File: src/rtl/cpu_pkg.sv
// rtl/cpu_pkg.sv - shared types and constants for the cpu register file
package cpu_pkg;

  // Default register width and reset values
  localparam int            DATA_W_DEF = 8;
  localparam int            NUM_REGS_DEF = 5;
  localparam logic [7:0]    SP_RST_DEF = 8'hFD;
  localparam logic [7:0]    P_RST_DEF  = 8'h24;

  // Register index; 3 bits so that out-of-range ids (5..7) are representable
  typedef logic [2:0] reg_id_t;

  localparam reg_id_t REG_A  = 3'd0;
  localparam reg_id_t REG_X  = 3'd1;
  localparam reg_id_t REG_Y  = 3'd2;
  localparam reg_id_t REG_SP = 3'd3;
  localparam reg_id_t REG_P  = 3'd4;

  // Hardware stack-pointer adjust
  typedef enum logic [1:0] {
    SP_NONE = 2'd0,
    SP_INC  = 2'd1,
    SP_DEC  = 2'd2
  } sp_op_t;

  // Status register bit positions
  localparam int P_C = 0;
  localparam int P_Z = 1;
  localparam int P_I = 2;
  localparam int P_D = 3;
  localparam int P_B = 4;
  localparam int P_U = 5;
  localparam int P_V = 6;
  localparam int P_N = 7;

endpackage

File: src/rtl/cpu_regfile_if.sv
// rtl/cpu_regfile_if.sv - execute-stage to register file bus
interface cpu_regfile_if
  import cpu_pkg::*;
#(
  parameter int DATA_W = 8,
  parameter int NUM_RD = 2
);

  reg_id_t [NUM_RD-1:0]             rd_addr_i;
  logic    [NUM_RD-1:0][DATA_W-1:0] rd_data_o;
  logic                             wr_en_i;
  reg_id_t                          wr_addr_i;
  logic    [DATA_W-1:0]             wr_data_i;
  sp_op_t                           sp_op_i;
  logic    [DATA_W-1:0]             flag_we_i;
  logic    [DATA_W-1:0]             flag_i;
  logic    [DATA_W-1:0]             sp_o;
  logic    [DATA_W-1:0]             p_o;

  // Execute side: issues reads, writes, SP adjusts and flag updates
  modport master (
    output rd_addr_i, wr_en_i, wr_addr_i, wr_data_i, sp_op_i, flag_we_i, flag_i,
    input  rd_data_o, sp_o, p_o
  );

  // Register file side
  modport slave (
    input  rd_addr_i, wr_en_i, wr_addr_i, wr_data_i, sp_op_i, flag_we_i, flag_i,
    output rd_data_o, sp_o, p_o
  );

endinterface

File: src/rtl/cpu_regfile_rdport.sv
// rtl/cpu_regfile_rdport.sv - one combinational read port with range check and bypass
module cpu_regfile_rdport
  import cpu_pkg::*;
#(
  parameter int DATA_W   = 8,
  parameter int NUM_REGS = 5,
  parameter int BYPASS   = 1
) (
  input  reg_id_t                            rd_addr_i,
  input  logic    [NUM_REGS-1:0][DATA_W-1:0] regs_i,
  input  logic                               wr_en_i,
  input  reg_id_t                            wr_addr_i,
  input  logic    [DATA_W-1:0]               wr_data_i,
  output logic    [DATA_W-1:0]               rd_data_o
);

  logic in_range;
  logic hit;

  assign in_range = 32'(rd_addr_i) < NUM_REGS;
  // Only full-register writes are forwarded; SP and flag results are not
  assign hit      = (BYPASS != 0) && wr_en_i && (wr_addr_i == rd_addr_i);

  // Select forwarded write data, stored value, or zero for unmapped ids
  always_comb begin
    rd_data_o = '0;
    if (in_range) begin
      if (hit) begin
        rd_data_o = wr_data_i;
        if (rd_addr_i == REG_P) rd_data_o[P_U] = 1'b1;
      end else begin
        rd_data_o = regs_i[rd_addr_i];
      end
    end
  end

endmodule

File: src/rtl/cpu_regfile.sv
// rtl/cpu_regfile.sv - architectural register file with SP adjust and flag updates
module cpu_regfile
  import cpu_pkg::*;
#(
  parameter int                DATA_W   = 8,
  parameter int                NUM_REGS = 5,
  parameter int                NUM_RD   = 2,
  parameter int                BYPASS   = 1,
  parameter logic [DATA_W-1:0] SP_RST   = 8'hFD,
  parameter logic [DATA_W-1:0] P_RST    = 8'h24
) (
  input  logic         clk_i,
  input  logic         rst_i,
  cpu_regfile_if.slave bus
);

  localparam logic [DATA_W-1:0] ONE = DATA_W'(1);

  logic [DATA_W-1:0]               regs_q [NUM_REGS];
  logic [DATA_W-1:0]               regs_d [NUM_REGS];
  logic [NUM_REGS-1:0][DATA_W-1:0] regs_flat;
  logic [DATA_W-1:0]               rd_data [NUM_RD];

  // Next state per register: full write beats SP adjust / flag merge; P bit 5 pinned high
  always_comb begin
    for (int i = 0; i < NUM_REGS; i++) begin
      regs_d[i] = regs_q[i];
      if (bus.wr_en_i && (bus.wr_addr_i == reg_id_t'(i))) begin
        regs_d[i] = bus.wr_data_i;
      end else if (i == int'(REG_SP)) begin
        case (bus.sp_op_i)
          SP_INC:  regs_d[i] = regs_q[i] + ONE;
          SP_DEC:  regs_d[i] = regs_q[i] - ONE;
          default: regs_d[i] = regs_q[i];
        endcase
      end else if (i == int'(REG_P)) begin
        regs_d[i] = (regs_q[i] & ~bus.flag_we_i) | (bus.flag_i & bus.flag_we_i);
      end
      if (i == int'(REG_P)) regs_d[i][P_U] = 1'b1;
    end
  end

  // Register state; reset overrides every update in the same cycle
  always_ff @(posedge clk_i) begin
    for (int i = 0; i < NUM_REGS; i++) begin
      if (rst_i) begin
        if (i == int'(REG_SP))     regs_q[i] <= SP_RST;
        else if (i == int'(REG_P)) regs_q[i] <= P_RST | (ONE << P_U);
        else                       regs_q[i] <= '0;
      end else begin
        regs_q[i] <= regs_d[i];
      end
    end
  end

  // Packed view of storage for the read ports
  always_comb begin
    for (int i = 0; i < NUM_REGS; i++) regs_flat[i] = regs_q[i];
  end

  for (genvar k = 0; k < NUM_RD; k++) begin : g_rd
    cpu_regfile_rdport #(
      .DATA_W   (DATA_W),
      .NUM_REGS (NUM_REGS),
      .BYPASS   (BYPASS)
    ) u_rdport (
      .rd_addr_i (bus.rd_addr_i[k]),
      .regs_i    (regs_flat),
      .wr_en_i   (bus.wr_en_i),
      .wr_addr_i (bus.wr_addr_i),
      .wr_data_i (bus.wr_data_i),
      .rd_data_o (rd_data[k])
    );
    assign bus.rd_data_o[k] = rd_data[k];
  end

  assign bus.sp_o = regs_q[REG_SP];
  assign bus.p_o  = regs_q[REG_P];

endmodule

File: src/flat_wrapper.sv
// flat-port wrapper written by rule: the top's interface ports become plain ports
module cpu_regfile_flat import cpu_pkg::*;
#(
  parameter int                DATA_W   = 8,
  parameter int                NUM_REGS = 5,
  parameter int                NUM_RD   = 2,
  parameter int                BYPASS   = 1,
  parameter logic [DATA_W-1:0] SP_RST   = 8'hFD,
  parameter logic [DATA_W-1:0] P_RST    = 8'h24
)
  (clk_i, rst_i, bus_rd_addr_i, bus_wr_en_i, bus_wr_addr_i, bus_wr_data_i, bus_sp_op_i, bus_flag_we_i, bus_flag_i, bus_rd_data_o, bus_sp_o, bus_p_o);
  cpu_regfile_if #(.DATA_W(DATA_W), .NUM_RD(NUM_RD)) bus_i ();
  input  logic clk_i;
  input  logic rst_i;
  input wire logic [$bits(bus_i.rd_addr_i)-1:0] bus_rd_addr_i;
  input wire logic [$bits(bus_i.wr_en_i)-1:0] bus_wr_en_i;
  input wire logic [$bits(bus_i.wr_addr_i)-1:0] bus_wr_addr_i;
  input wire logic [$bits(bus_i.wr_data_i)-1:0] bus_wr_data_i;
  input wire logic [$bits(bus_i.sp_op_i)-1:0] bus_sp_op_i;
  input wire logic [$bits(bus_i.flag_we_i)-1:0] bus_flag_we_i;
  input wire logic [$bits(bus_i.flag_i)-1:0] bus_flag_i;
  output wire logic [$bits(bus_i.rd_data_o)-1:0] bus_rd_data_o;
  output wire logic [$bits(bus_i.sp_o)-1:0] bus_sp_o;
  output wire logic [$bits(bus_i.p_o)-1:0] bus_p_o;
  assign bus_i.rd_addr_i = bus_rd_addr_i;
  assign bus_i.wr_en_i = bus_wr_en_i;
  assign bus_i.wr_addr_i = bus_wr_addr_i;
  assign bus_i.wr_data_i = bus_wr_data_i;
  assign bus_i.sp_op_i = bus_sp_op_i;
  assign bus_i.flag_we_i = bus_flag_we_i;
  assign bus_i.flag_i = bus_flag_i;
  assign bus_rd_data_o = bus_i.rd_data_o;
  assign bus_sp_o = bus_i.sp_o;
  assign bus_p_o = bus_i.p_o;
  cpu_regfile #(.DATA_W(DATA_W), .NUM_REGS(NUM_REGS), .NUM_RD(NUM_RD), .BYPASS(BYPASS), .SP_RST(SP_RST), .P_RST(P_RST)) u_core (.clk_i(clk_i), .rst_i(rst_i), .bus(bus_i));
endmodule
File: config.mk
export PLATFORM = sky130hd
export DESIGN_NAME = cpu_regfile_flat
export DESIGN_NICKNAME = d
export VERILOG_FILES = /design/src/rtl/cpu_pkg.sv /design/src/rtl/cpu_regfile_if.sv /design/src/rtl/cpu_regfile_rdport.sv /design/src/rtl/cpu_regfile.sv /design/src/flat_wrapper.sv
export SDC_FILE = /design/constraint.sdc
export NUM_CORES = 1
export LEC_CHECK = 0
export ABC_AREA = 1
export CAP_MARGIN = 10
export CORE_MARGIN = 1
export CORE_UTILIZATION = 40
export CTS_CLUSTER_DIAMETER = 40
export DETAILED_ROUTE_END_ITERATION = 7
export GPL_ROUTABILITY_DRIVEN = 0
export PLACE_DENSITY = 0.62
export REMOVE_ABC_BUFFERS = 1
export SLEW_MARGIN = 20
export SYNTH_ARGS = -nofsm -noshare
export SYNTH_HDL_FRONTEND = slang
export SYNTH_SLANG_ARGS = --single-unit
File: constraint.sdc
create_clock -name clk_i -period 2.4 [get_ports clk_i]
set_input_delay 0.6 -clock clk_i [delete_from_list [all_inputs] [get_ports clk_i]]
set_output_delay 0.6 -clock clk_i [all_outputs]
set_load 0.03 [all_outputs]
* Yosys cells after proc, flatten, opt, wreduce, memory -nomap -nowiden
Memory sizes are Yosys's and may differ from the RTL's.
Cells that the tools add are included.
** Word-level totals
- Output and inout port bits :: 32
- Input port bits :: 38
- Memory bits (writable) :: 40
- Register bits after elaboration :: 0
- Memories :: 1
- Word-level logic and storage cells :: 58
** Memories
- u_core.regs_q :: words 5, bits a word 8, read ports 5, clocked after memory_dff 0, write ports 5, RTL line cpu_regfile.sv:19 : logic [DATA_W-1:0] regs_q [NUM_REGS];
** Cells by class
- Bitwise logic cells :: 9
- Order comparisons :: 4
- $add $sub $neg :: 2
- Eq/ne operators :: 10
- Muxes and demuxes :: 24
- Reduce and logical (&&, ||, !) cells :: 8
** Operators with widths (number)
- 8-bit two-way mux :: 16
- 8-bit binary-select mux with 3-bit select :: 2
- 8-bit bitwise AND :: 2
- 8-bit one-hot mux with 2 select lines :: 1
- 3-bit equality test (second input constant) :: 3
- 8-bit by 1-bit adder with 8-bit output (second input constant) :: 1
- 3-bit by 4-bit less-than comparator with 1-bit output (second input constant) :: 2
- 8-bit inverter :: 1
- 8-bit OR :: 1
- 8-bit by 1-bit subtractor with 8-bit output (second input constant) :: 1
- 1-bit logical AND :: 7
- 3-bit by 2-bit equality test with 1-bit output (second input constant) :: 2
- 3-bit equality test :: 2
- 3-bit less-than comparator (second input constant) :: 2
- 1-bit two-way mux :: 5
- 1-bit OR :: 5
- 3-bit by 1-bit equality test with 1-bit output (second input constant) :: 1
- 3-bit logical NOT :: 1
- 2-bit by 1-bit equality test with 1-bit output (second input constant) :: 1
- 2-bit equality test (second input constant) :: 1

* Depth between registers and ports, before layout
Gate-level depths: netlist of the first run.
- Depth after elaboration :: 5
- Gate-level depth with buffers :: 14
- Depth with buffers taken out :: 13

* Cells and area by module
A second synthesis of the first run with hierarchy kept.
** Unflattened totals
- Cell total of the unflattened synthesis :: 581
- Area total of the unflattened synthesis :: 3512.1 µm²
** Modules (own cells, without submodules)
- cpu_regfile :: sequential area each 780.7 µm², area each 2095.8 µm², cells an instance 283, times used 1
- cpu_regfile_rdport :: sequential area each 0.0 µm², area each 708.2 µm², cells an instance 149, times used 2

* Worst setup path after synthesis of the first run
OpenSTA, ideal clock, no wires.
- Kind :: input to output
- Start point :: in bus_rd_addr_i[3]
- End point :: out bus_rd_data_o[14]
- Data arrival time :: 1860 ps
- Path slack :: -60 ps
- Cell stages on the path :: 6
- Data required time :: 1800 ps
- Cells stage by stage :: buf_2 -> or2_1 -> a21oi_2 -> nand2_2 -> buf_4 -> a21oi_1
** On the way
- Longest elaborated chain between the ends :: 4
- Elaborated cells on any way between the ends :: 7
- Those cells by class :: order compare: 1; eq/ne: 1; mux: 4; reduce/logical: 1
** RTL lines
- start: declaration :: RTL line flat_wrapper.sv:15 : input wire logic [$bits(bus_i.rd_addr_i)-1:0] bus_rd_addr_i;
- 8-bit binary-select mux with 3-bit select or 3-bit equality test (tied branches) :: RTL line cpu_regfile_rdport.sv:32, cpu_regfile_rdport.sv:22
- 8-bit two-way mux (not written as such) or 1-bit logical AND (tied branches) :: RTL line cpu_regfile_rdport.sv:32, cpu_regfile_rdport.sv:22
- 8-bit two-way mux :: RTL line cpu_regfile_rdport.sv:28 : if (hit) begin
- 8-bit two-way mux * :: RTL line cpu_regfile_rdport.sv:27 : if (in_range) begin
- end: declaration :: RTL line flat_wrapper.sv:22 : output wire logic [$bits(bus_i.rd_data_o)-1:0] bus_rd_data_o;
Mark *: on every way between the ends. The rest lies on a longest branch, timed or not. The select of a mux whose other input is x is not followed.

* Worst setup path after layout of the first run
- Start point :: in bus_rd_addr_i[0]
- End point :: out bus_rd_data_o[2]
The elaborated chain is that of the path after synthesis.

==> results.sh, run 1 <==
export IMPL_outcome="complete, but fails checks"
export IMPL_violations="negative setup slack"
export IMPL_crit_family="buffers and inverters"
export IMPL_finalCriticalPeriod_ns=2.42
export IMPL_hpwl_mm=6.94
export IMPL_power_density_nw_per_um2=490
export IMPL_drt_iter0_markers=266
export IMPL_worst_slack_ns=-0.0150
export IMPL_drive_gt1_frac=0.282
export IMPL_critPathSlowestCell="nor3_4"
export IMPL_nNetsFinal=602
export IMPL_fin_crit_sh=1.01
export IMPL_cts_max_level=2
export IMPL_power_w=0.00214
export IMPL_min_path_type="register to register"
export IMPL_synth_area_sq_um=2960
export IMPL_fillers=674
export IMPL_finalHoldViolations=0
export IMPL_worst_path_stages=9
export IMPL_cts_buffers=5
export IMPL_synthCells=467
export IMPL_clk_pin_slew_ns=0.07
export IMPL_synthTopCellsByArea="dfxtp_1, o21ai_0, a21oi_1"
export IMPL_grt_max_degree=31
export IMPL_detail_route_wl_per_cell_um=15.8
export IMPL_antenna_found_initial=0
export IMPL_ios=70
export IMPL_dp_slack_ns=-0.426
export IMPL_max_stage_delay_ns=0.18
export IMPL_whs_path_depth=2
export IMPL_cts_buffer_depth=2
export IMPL_ys_flop_type="dfxtp_1"
export IMPL_drt_pass1_iterations=5
export IMPL_clkSinkCount=39
export IMPL_fp_dieH_um=88.0
export IMPL_vias=3583
export IMPL_crit_path_frequent_cell="buf_12"
export IMPL_fmax_mhz=414
export IMPL_leakage_nw=1.97
export IMPL_skew_ns=0.00380
export IMPL_critPathLaunchType="input pin"
export IMPL_drc_errors=0
export IMPL_cp_data_arrival_time_ns=1.82
export IMPL_port_buffers=66
export IMPL_finalSetupViolCount=2
export IMPL_multi_input_area_sq_um=2010
export IMPL_ys_seq_area_frac=0.264
export IMPL_overflow=0
export IMPL_rsz0062_at_grt="yes"
export IMPL_grtUsageTotal=0.273
export IMPL_r2r_cells=10
export IMPL_critPathCaptureType="primary output"
export IMPL_worstPathRequired_ns=1.80
export IMPL_yosysTopAreaCellShare=0.264
export IMPL_yosysMostFrequentCell="nand2_1"
export IMPL_async_flop_share=0
export IMPL_regArea_sq_um=781
export IMPL_rows=31
export IMPL_vias_per_cell=5.43
export IMPL_drv_slew=0
export IMPL_ant_nets=0
export IMPL_area_growth_pct=47.7
export IMPL_peakVddDrop_v=0.000394
export IMPL_synth_top_area_cell="dfxtp_1"
export IMPL_cts_hold_buf=0
export IMPL_yosysWarnings=0
export IMPL_max_cap_violations=0
export IMPL_cts_tree="done"
export IMPL_start_util=0.411
export IMPL_grt_pass1_wl_mm=16.3
export IMPL_maxSlewHeadroom=0.664
export IMPL_synth_cell_types=37
export IMPL_clkLatencyLatePin_ns=0.30
export IMPL_synth_seq_cells=39
export IMPL_synth_edf_count=0
export IMPL_core_area_sq_um=7210
export IMPL_die_w_um=88.0
export IMPL_grt_pass1_vias=3314
export IMPL_cp_cell_sequence="buf_12, buf_12, xor2_4, nor3_4, buf_6, nand2b_4, o21ai_2, nor2_1, buf_4"
export IMPL_ys_top_cells_by_count="nand2_1, o21ai_0, a21oi_1"
export IMPL_avgSynthCellArea_sq_um=6.34
export IMPL_wirelength_mm=10.4
export IMPL_tightest_slew_ns=0.502
export IMPL_critPathMaxFanout=7
export IMPL_root_buffer="clkbuf_8"
export IMPL_worstSetupPathType="input pin to primary output"
export IMPL_insertedDiodeCount=0
export IMPL_crit_buf_inv=4
export IMPL_die_area_sq_um=7750
[power by group]
part           leakage (nW)  switching (W)  internal [W]
combinational          1.60       0.000493      0.000374
clock                0.0502       0.000241      0.000304
sequential            0.320      0.0000445      0.000689
[cells in the final DEF, fill, tap and decap left out, types with 5 or more instances in the layout]
master / Yosys / layout
o21ai_2: 0 / 11
nor2_1: 46 / 40
o21ai_0: 64 / 54
clkdlybuf4s50_1: 0 / 40
nor2_2: 7 / 12
buf_12: 0 / 6
nand2_1: 77 / 75
buf_4: 20 / 53
clkbuf_8: 0 / 5
buf_6: 0 / 16
inv_2: 8 / 12
inv_1: 43 / 39
buf_2: 11 / 5
o21ai_1: 19 / 15
nand2_2: 4 / 5
mux2i_1: 6 / 6
dfxtp_1: 39 / 39
nand3_1: 6 / 6
a21oi_1: 59 / 57
a211oi_1: 12 / 8
[stage by stage]
step,utilization,setup TNS [ns],hold slack (ns),cell area (sq um),instances
2_1_floorplan,-,-0.219,0.490,2720,429
3_3_place_gp,0.532,-5.97,0.510,3840,637
3_5_place_dp,0.532,-6.27,0.510,3840,637
4_1_cts,0.573,-0.229,0.527,4140,656
5_1_grt,0.606,-0.466,0.562,4370,660
6_report,0.606,-0.0190,0.526,4370,660
[cells by family (layout without fill, tap and decap cells)]
kind of cell    Yosys count  count (layout)  share of synthesized area
other cells               1               1                    0.00127
compound gates          169             169                      0.308
mux                       7               7                     0.0241
flops                    39              39                      0.264
fa+ha+maj                 3               3                     0.0127
xor+xnor                  5               5                     0.0148
buf+inv                  89             181                      0.147
simple gates            154             156                      0.229
[path summary, 6_finish.rpt]
| check | startpoint | endpoint | slack [ns] |
|---|---|---|---|
| setup / recovery | bus_rd_addr_i[0] | bus_rd_data_o[2] | -0.02 |
| hold / removal | u_core.regs_q[1][6] | u_core.regs_q[1][6] | 0.53 |
| setup reg to reg | u_core.regs_q[3][1] | u_core.regs_q[3][4] | 0.89 |
| hold reg to reg | u_core.regs_q[1][6] | u_core.regs_q[1][6] | 0.53 |
[worst min-delay path: stages (launching register included)]
cell and delay, ns:
dfxtp_1 0.31, o21ai_1 0.13, a21oi_1 0.04
[final cells by class]
cell class	instances	share of cell area
Inverter	51	0.0438
Sequential cell	39	0.178
Clock buffer	5	0.0157
Clock inverter	2	0.00858
Multi-Input combinational cell	341	0.460
Timing Repair Buffer	123	0.265
Tap cell	99	0.0283
[routing by layer]
metal | vias to the layer above | wire length [um] | GRT usage
li1 | 1743 | - | -
met1 | 1679 | 4610 | 0.368
met2 | 141 | 5020 | 0.459
met3 | 20 | 608 | 0.0236
met4 | 0 | 191 | 0.0894
met5 | - | 0 | 0
[timing repair]
item,in CTS,in global routing
endpoints found under the setup margin,16,16
resized for setup,57,72
setup buffers,8,4
cloned,4,0
pin swaps,15,21
Note: power is estimated with default switching activity, not from simulation.
==> run 2, diff against run 1 <==
--- a/config.mk
+++ b/config.mk
@@ -7,7 +7,7 @@
 export LEC_CHECK = 0
 export ABC_AREA = 1
 export CAP_MARGIN = 10
-export CORE_MARGIN = 1
+export CORE_MARGIN = 10
 export CORE_UTILIZATION = 40
 export CTS_CLUSTER_DIAMETER = 40
 export DETAILED_ROUTE_END_ITERATION = 7
==> run 2 against run 1 <==
The flow still finishes with violations (negative setup slack). Setup slack got worse by 0.014 ns. Largest cell class unchanged. Hold slack barely moved. Final cell count is 0.15% higher. Non-clock buffer count unchanged.
==> results.sh, run 2 (synthesis results as in run 1) <==
export IMPL_outcome="complete, but fails checks"
export IMPL_violations="negative setup slack"
export IMPL_ios=70
export IMPL_clkLatencyLatePin_ns=0.28
export IMPL_leakage_nw=1.96
export IMPL_ant_nets=0
export IMPL_clk_pin_slew_ns=0.07
export IMPL_rows=31
export IMPL_timing_rr_start="u_core.regs_q[3][1]"
export IMPL_hold_ws_ns=0.526
export IMPL_drt_iter0_markers=295
export IMPL_antenna_found_initial=0
export IMPL_layout_common_cells="nand2_1, a21oi_1, o21ai_0, buf_4, nor2_1"
export IMPL_final_cells=661
export IMPL_die_w_um=106
export IMPL_overflow=0
export IMPL_tightest_slew_ns=0.526
export IMPL_worstPathRequired_ns=1.80
export IMPL_finalCriticalPeriod_ns=2.43
export IMPL_power_w=0.00222
export IMPL_ff2ff_setup_slack_ns=0.91
export IMPL_maxSlewHeadroom=0.649
export IMPL_critPathCaptureType="primary output"
export IMPL_power_density_nw_per_um2=519
export IMPL_hpwl_mm=7.67
export IMPL_finalHoldViolations=0
export IMPL_multi_input_area_sq_um=1890
export IMPL_vias_per_cell=5.30
export IMPL_wirelength_mm=10.8
export IMPL_grt_pass1_vias=3469
export IMPL_cts_max_level=2
export IMPL_fmax_mhz=412
export IMPL_drc_errors=0
export IMPL_whs_path_depth=2
export IMPL_start_util=0.411
export IMPL_drt_pass1_iterations=4
export IMPL_peakVddDrop_v=0.000314
export IMPL_drive_gt1_frac=0.244
export IMPL_regArea_sq_um=781
export IMPL_worst_slack_ns=-0.0295
export IMPL_nNetsFinal=602
export IMPL_min_path_type="register to register"
export IMPL_fp_dieH_um=106
export IMPL_detail_route_wl_per_cell_um=16.3
export IMPL_root_buffer="clkbuf_8"
export IMPL_core_area_sq_um=7210
export IMPL_cts_buffers=5
export IMPL_placed_cells=639
export IMPL_cp_data_arrival_time_ns=1.83
export IMPL_finalSetupViolCount=10
export IMPL_r2r_end="u_core.regs_q[3][4]"
export IMPL_critPathMaxFanout=7
export IMPL_utilization=0.592
export IMPL_insertedDiodeCount=0
export IMPL_mostFrequentLayoutCell="nand2_1"
export IMPL_cts_tree="done"
export IMPL_r2r_cells=10
export IMPL_grt_max_degree=28
export IMPL_die_area_sq_um=11200
export IMPL_vias=3506
export IMPL_cts_buffer_depth=2
export IMPL_min_to="u_core.regs_q[1][6]"
export IMPL_fin_crit_sh=1.01
export IMPL_drv_slew=0
export IMPL_hold_start="u_core.regs_q[1][6]"
export IMPL_port_buffers=66
export IMPL_skew_ns=0.00126
export IMPL_rsz0062_at_grt="yes"
export IMPL_grtUsageTotal=0.185
export IMPL_worstSetupPathType="input pin to primary output"
export IMPL_fin_tns_setup_ns=-0.151
export IMPL_area_growth_pct=44.2
export IMPL_clkSinkCount=39
export IMPL_grt_pass1_wl_mm=17.4
export IMPL_critPathLaunchType="input pin"
export IMPL_max_cap_violations=0
export IMPL_fillers=689
export IMPL_cts_hold_buf=0
-- run 2: changes by cell type in the layout (fill, tap and decap cells not counted), moves of 3 or more --
cell / before / now
buf_4: 53 / 58
buf_6: 16 / 7
inv_1: 39 / 42
inv_2: 12 / 9
nor2_1: 40 / 43
o21ai_0: 54 / 58
o21ai_1: 15 / 18
o21ai_2: 11 / 6
-- run 2: power breakdown --
group	internal, W	switching [W]	total, W	leakage, nW
logic	0.000363	0.000472	0.000835	1.57
registers	0.000689	0.0000446	0.000734	0.320
clock network	0.000416	0.000233	0.000649	0.0654
-- run 2: worst max path at each step --
stage / start / end / slack (ns) / cells after the start
after floorplan: bus_rd_addr_i[1] / bus_rd_data_o[0] / -0.03 / 7
after global placement: bus_rd_addr_i[3] / bus_rd_data_o[9] / -0.38 / 7
after detailed placement: bus_rd_addr_i[3] / bus_rd_data_o[11] / -0.39 / 7
after CTS: bus_rd_addr_i[0] / bus_rd_data_o[1] / -0.04 / 10
after global routing: bus_rd_addr_i[2] / bus_rd_data_o[5] / -0.11 / 10
final: bus_wr_addr_i[1] / bus_rd_data_o[6] / -0.03 / 8
-- run 2: final cells by class --
| type | count | share of cell area |
|---|---|---|
| clock inverter | 2 | 0.0141 |
| tap | 99 | 0.0290 |
| sequential | 39 | 0.183 |
| multi-input combinational | 341 | 0.442 |
| clock buffer | 6 | 0.0170 |
| timing repair buffer | 123 | 0.270 |
| inverter | 51 | 0.0448 |
-- run 2: repair_timing --
item                       4_1_cts  5_1_grt
cloned                           4        0
setup buffers                    7        3
gates resized for setup         44       30
hold endpoints to repair         0        0
pin swaps                       21       12
setup endpoints to repair       16       16
-- run 2: worst max-delay path, stage by stage --
cell	delay [ns]
clkdlybuf4s15_2	0.24
inv_2	0.06
o211ai_1	0.21
buf_4	0.16
nand2b_4	0.20
o21ai_2	0.06
nor2_1	0.11
buf_4	0.18
-- run 2: routing by layer --
metal | up-vias | wire, um | GRT usage
li1 | 1736 | - | -
met1 | 1634 | 4650 | 0.225
met2 | 122 | 5370 | 0.322
met3 | 14 | 639 | 0.0477
met4 | 0 | 138 | 0.0397
met5 | - | 0 | 0
-- run 2: stage by stage --
| stage | setup WS [ns] | cell area [sq um] |
|---|---|---|
| finish | -0.0295 | 4270 |
| global route | -0.114 | 4270 |
| CTS | -0.0398 | 4140 |
| detailed placement | -0.386 | 3860 |
| global placement | -0.375 | 3860 |
| floorplan | -0.0294 | 2720 |
==> run 3, diff against run 2 <==
--- a/config.mk
+++ b/config.mk
@@ -7,13 +7,14 @@
 export LEC_CHECK = 0
 export ABC_AREA = 1
 export CAP_MARGIN = 10
-export CORE_MARGIN = 10
+export CORE_MARGIN = 2
 export CORE_UTILIZATION = 40
 export CTS_CLUSTER_DIAMETER = 40
 export DETAILED_ROUTE_END_ITERATION = 7
 export GPL_ROUTABILITY_DRIVEN = 0
 export PLACE_DENSITY = 0.62
 export REMOVE_ABC_BUFFERS = 1
+export SKIP_LAST_GASP = 1
 export SLEW_MARGIN = 20
 export SYNTH_ARGS = -nofsm -noshare
 export SYNTH_HDL_FRONTEND = slang
==> run 3 against run 2 <==
The flow still finishes with violations (negative setup slack). Setup slack improved by 0.0070 ns. Combinational power about the same. First-iteration DRC count shrank 29%. Sequential power about the same. Clock-buffer cell count is the same. Sequential cell count unchanged. Hold slack gained 0.012 ns. Utilization rose by 0.087 points. Global-route usage increased by 6.3 points. Largest power group unchanged.
==> results.sh, run 3 (synthesis results as in run 1) <==
export IMPL_fmax_mhz=413
export IMPL_hpwl_mm=7.19
export IMPL_cp_data_arrival_time_ns=1.82
export IMPL_clkSinkCount=39
export IMPL_vias_per_cell=5.35
export IMPL_cts_tree="done"
export IMPL_grtUsageMet2=0.425
export IMPL_drc_errors=0
export IMPL_finalCriticalPeriod_ns=2.42
export IMPL_wirelength_mm=10.5
export IMPL_core_area_sq_um=7210
export IMPL_drv_slew=0
export IMPL_die_w_um=90.0
export IMPL_fin_tns_setup_ns=-0.0321
export IMPL_grt_pass1_wl_mm=16.4
export IMPL_fin_crit_sh=1.01
export IMPL_peakVddDrop_v=0.000393
export IMPL_clkLatencyLatePin_ns=0.30
export IMPL_fillers=715
export IMPL_outcome="complete, but fails checks"
export IMPL_detail_route_wl_per_cell_um=15.8
export IMPL_drt_iter0_markers=209
export IMPL_cts_max_level=2
export IMPL_tightest_slew_ns=0.544
export IMPL_port_buffers=66
export IMPL_leakage_nw=1.99
export IMPL_root_buffer="clkbuf_8"
export IMPL_min_to="u_core.regs_q[2][5]"
export IMPL_start_util=0.411
export IMPL_critPathLaunchType="input pin"
export IMPL_layout_common_cells="nand2_1, buf_4, a21oi_1"
export IMPL_ios=70
export IMPL_fp_dieH_um=90.0
export IMPL_r2r_end="u_core.regs_q[3][4]"
export IMPL_ff2ff_setup_slack_ns=0.91
export IMPL_area_growth_pct=44.4
export IMPL_use_met1=0.319
export IMPL_cts_buffers=5
export IMPL_timing_rr_start="u_core.regs_q[3][1]"
export IMPL_rsz0062_at_grt="yes"
export IMPL_overflow=0
export IMPL_die_area_sq_um=8110
export IMPL_worstPathRequired_ns=1.80
export IMPL_power_density_nw_per_um2=506
export IMPL_finalHoldViolations=0
export IMPL_hold_start="u_core.regs_q[2][5]"
export IMPL_antenna_found_initial=0
export IMPL_worst_slack_ns=-0.0225
export IMPL_worstSetupPathType="input pin to primary output"
export IMPL_maxSlewHeadroom=0.636
export IMPL_grt_busiest_layer="met2"
export IMPL_grt_pass1_vias=3358
export IMPL_max_cap_violations=0
export IMPL_ant_nets=0
export IMPL_final_cells=664
export IMPL_critPathMaxFanout=7
export IMPL_insertedDiodeCount=0
export IMPL_min_path_type="register to register"
export IMPL_grtUsageTotal=0.248
export IMPL_vias=3550
export IMPL_skew_ns=0.000896
export IMPL_rows=31
export IMPL_cts_buffer_depth=2
export IMPL_drt_pass1_iterations=5
export IMPL_cts_hold_buf=0
export IMPL_mostFrequentLayoutCell="nand2_1"
export IMPL_finalSetupViolCount=3
export IMPL_r2r_cells=10
export IMPL_placed_cells=641
export IMPL_nNetsFinal=605
export IMPL_clk_pin_slew_ns=0.08
export IMPL_grt_max_degree=25
export IMPL_violations="negative setup slack"
export IMPL_critPathCaptureType="primary output"
export IMPL_drive_gt1_frac=0.244
export IMPL_whs_path_depth=2
export IMPL_met3_usage=0.0503
run 3: cell types whose count changed in the layout (fill, tap and decap cells not counted), moves of 3 or more:
cell and delta:
buf_4 +3, a21oi_2 +3, o21ai_1 +8, o21ai_2 -4, a21oi_1 -3, o21ai_0 -3, buf_6 +5, clkbuf_2 -3
run 3: worst max-delay path by stage:
stage,start,to,slack [ns],cells past startpoint
global placement,bus_rd_addr_i[3],bus_rd_data_o[11],-0.43,7
CTS,bus_rd_addr_i[0],bus_rd_data_o[6],-0.05,9
detailed placement,bus_rd_addr_i[3],bus_rd_data_o[9],-0.46,7
floorplan,bus_rd_addr_i[1],bus_rd_data_o[0],-0.03,7
global route,bus_rd_addr_i[0],bus_rd_data_o[7],-0.08,9
finish,bus_rd_addr_i[0],bus_rd_data_o[7],-0.02,9
run 3: timing repair:
item,CTS,global route
pin swaps,12,28
resized for setup,59,36
gates cloned,3,0
endpoints found under the hold margin,0,0
setup endpoints to repair,16,16
setup buffers,9,4
run 3: area by class of cell:
cell class,instances,area (sq um),share of cell area
Clock buffer,6,82.6,0.0193
Timing Repair Buffer,127,1200,0.281
Inverter,51,191,0.0448
Multi-Input combinational cell,340,1860,0.435
Clock inverter,2,35.0,0.00819
Sequential cell,39,781,0.183
Tap cell,99,124,0.0290
run 3: through the flow:
stage	power (W)	setup WS (ns)	area [sq um]	hold WS [ns]	util
6_report	0.00216	-0.0225	4280	0.537	0.593
4_1_cts	0.00213	-0.0517	4180	0.530	0.579
2_1_floorplan	0.00115	-0.0294	2720	0.490	-
3_5_place_dp	0.00151	-0.461	3850	0.510	0.534
3_3_place_gp	0.00150	-0.427	3850	0.509	0.534
5_1_grt	0.00227	-0.0838	4280	0.557	0.593
run 3: worst max-delay path, stage by stage:
cell      delay (ns)
buf_8           0.11
buf_12          0.13
xor2_4          0.15
nor3_4          0.18
buf_6           0.15
nand2b_4        0.10
o21ai_1         0.15
nor2_1          0.07
buf_4           0.16
run 3: routing by layer:
| layer | vias to the layer above | routed length, um |
|---|---|---|
| li1 | 1744 | - |
| met1 | 1676 | 4580 |
| met2 | 117 | 5240 |
| met3 | 13 | 574 |
| met4 | 0 | 126 |
| met5 | - | 0 |
run 3: power by group:
| group | total [W] | switching [W] | internal [W] |
|---|---|---|---|
| logic | 0.000838 | 0.000469 | 0.000369 |
| registers | 0.000733 | 0.0000443 | 0.000689 |
| clock network | 0.000594 | 0.000257 | 0.000337 |
| total | 0.00216 | 0.000770 | 0.00139 |
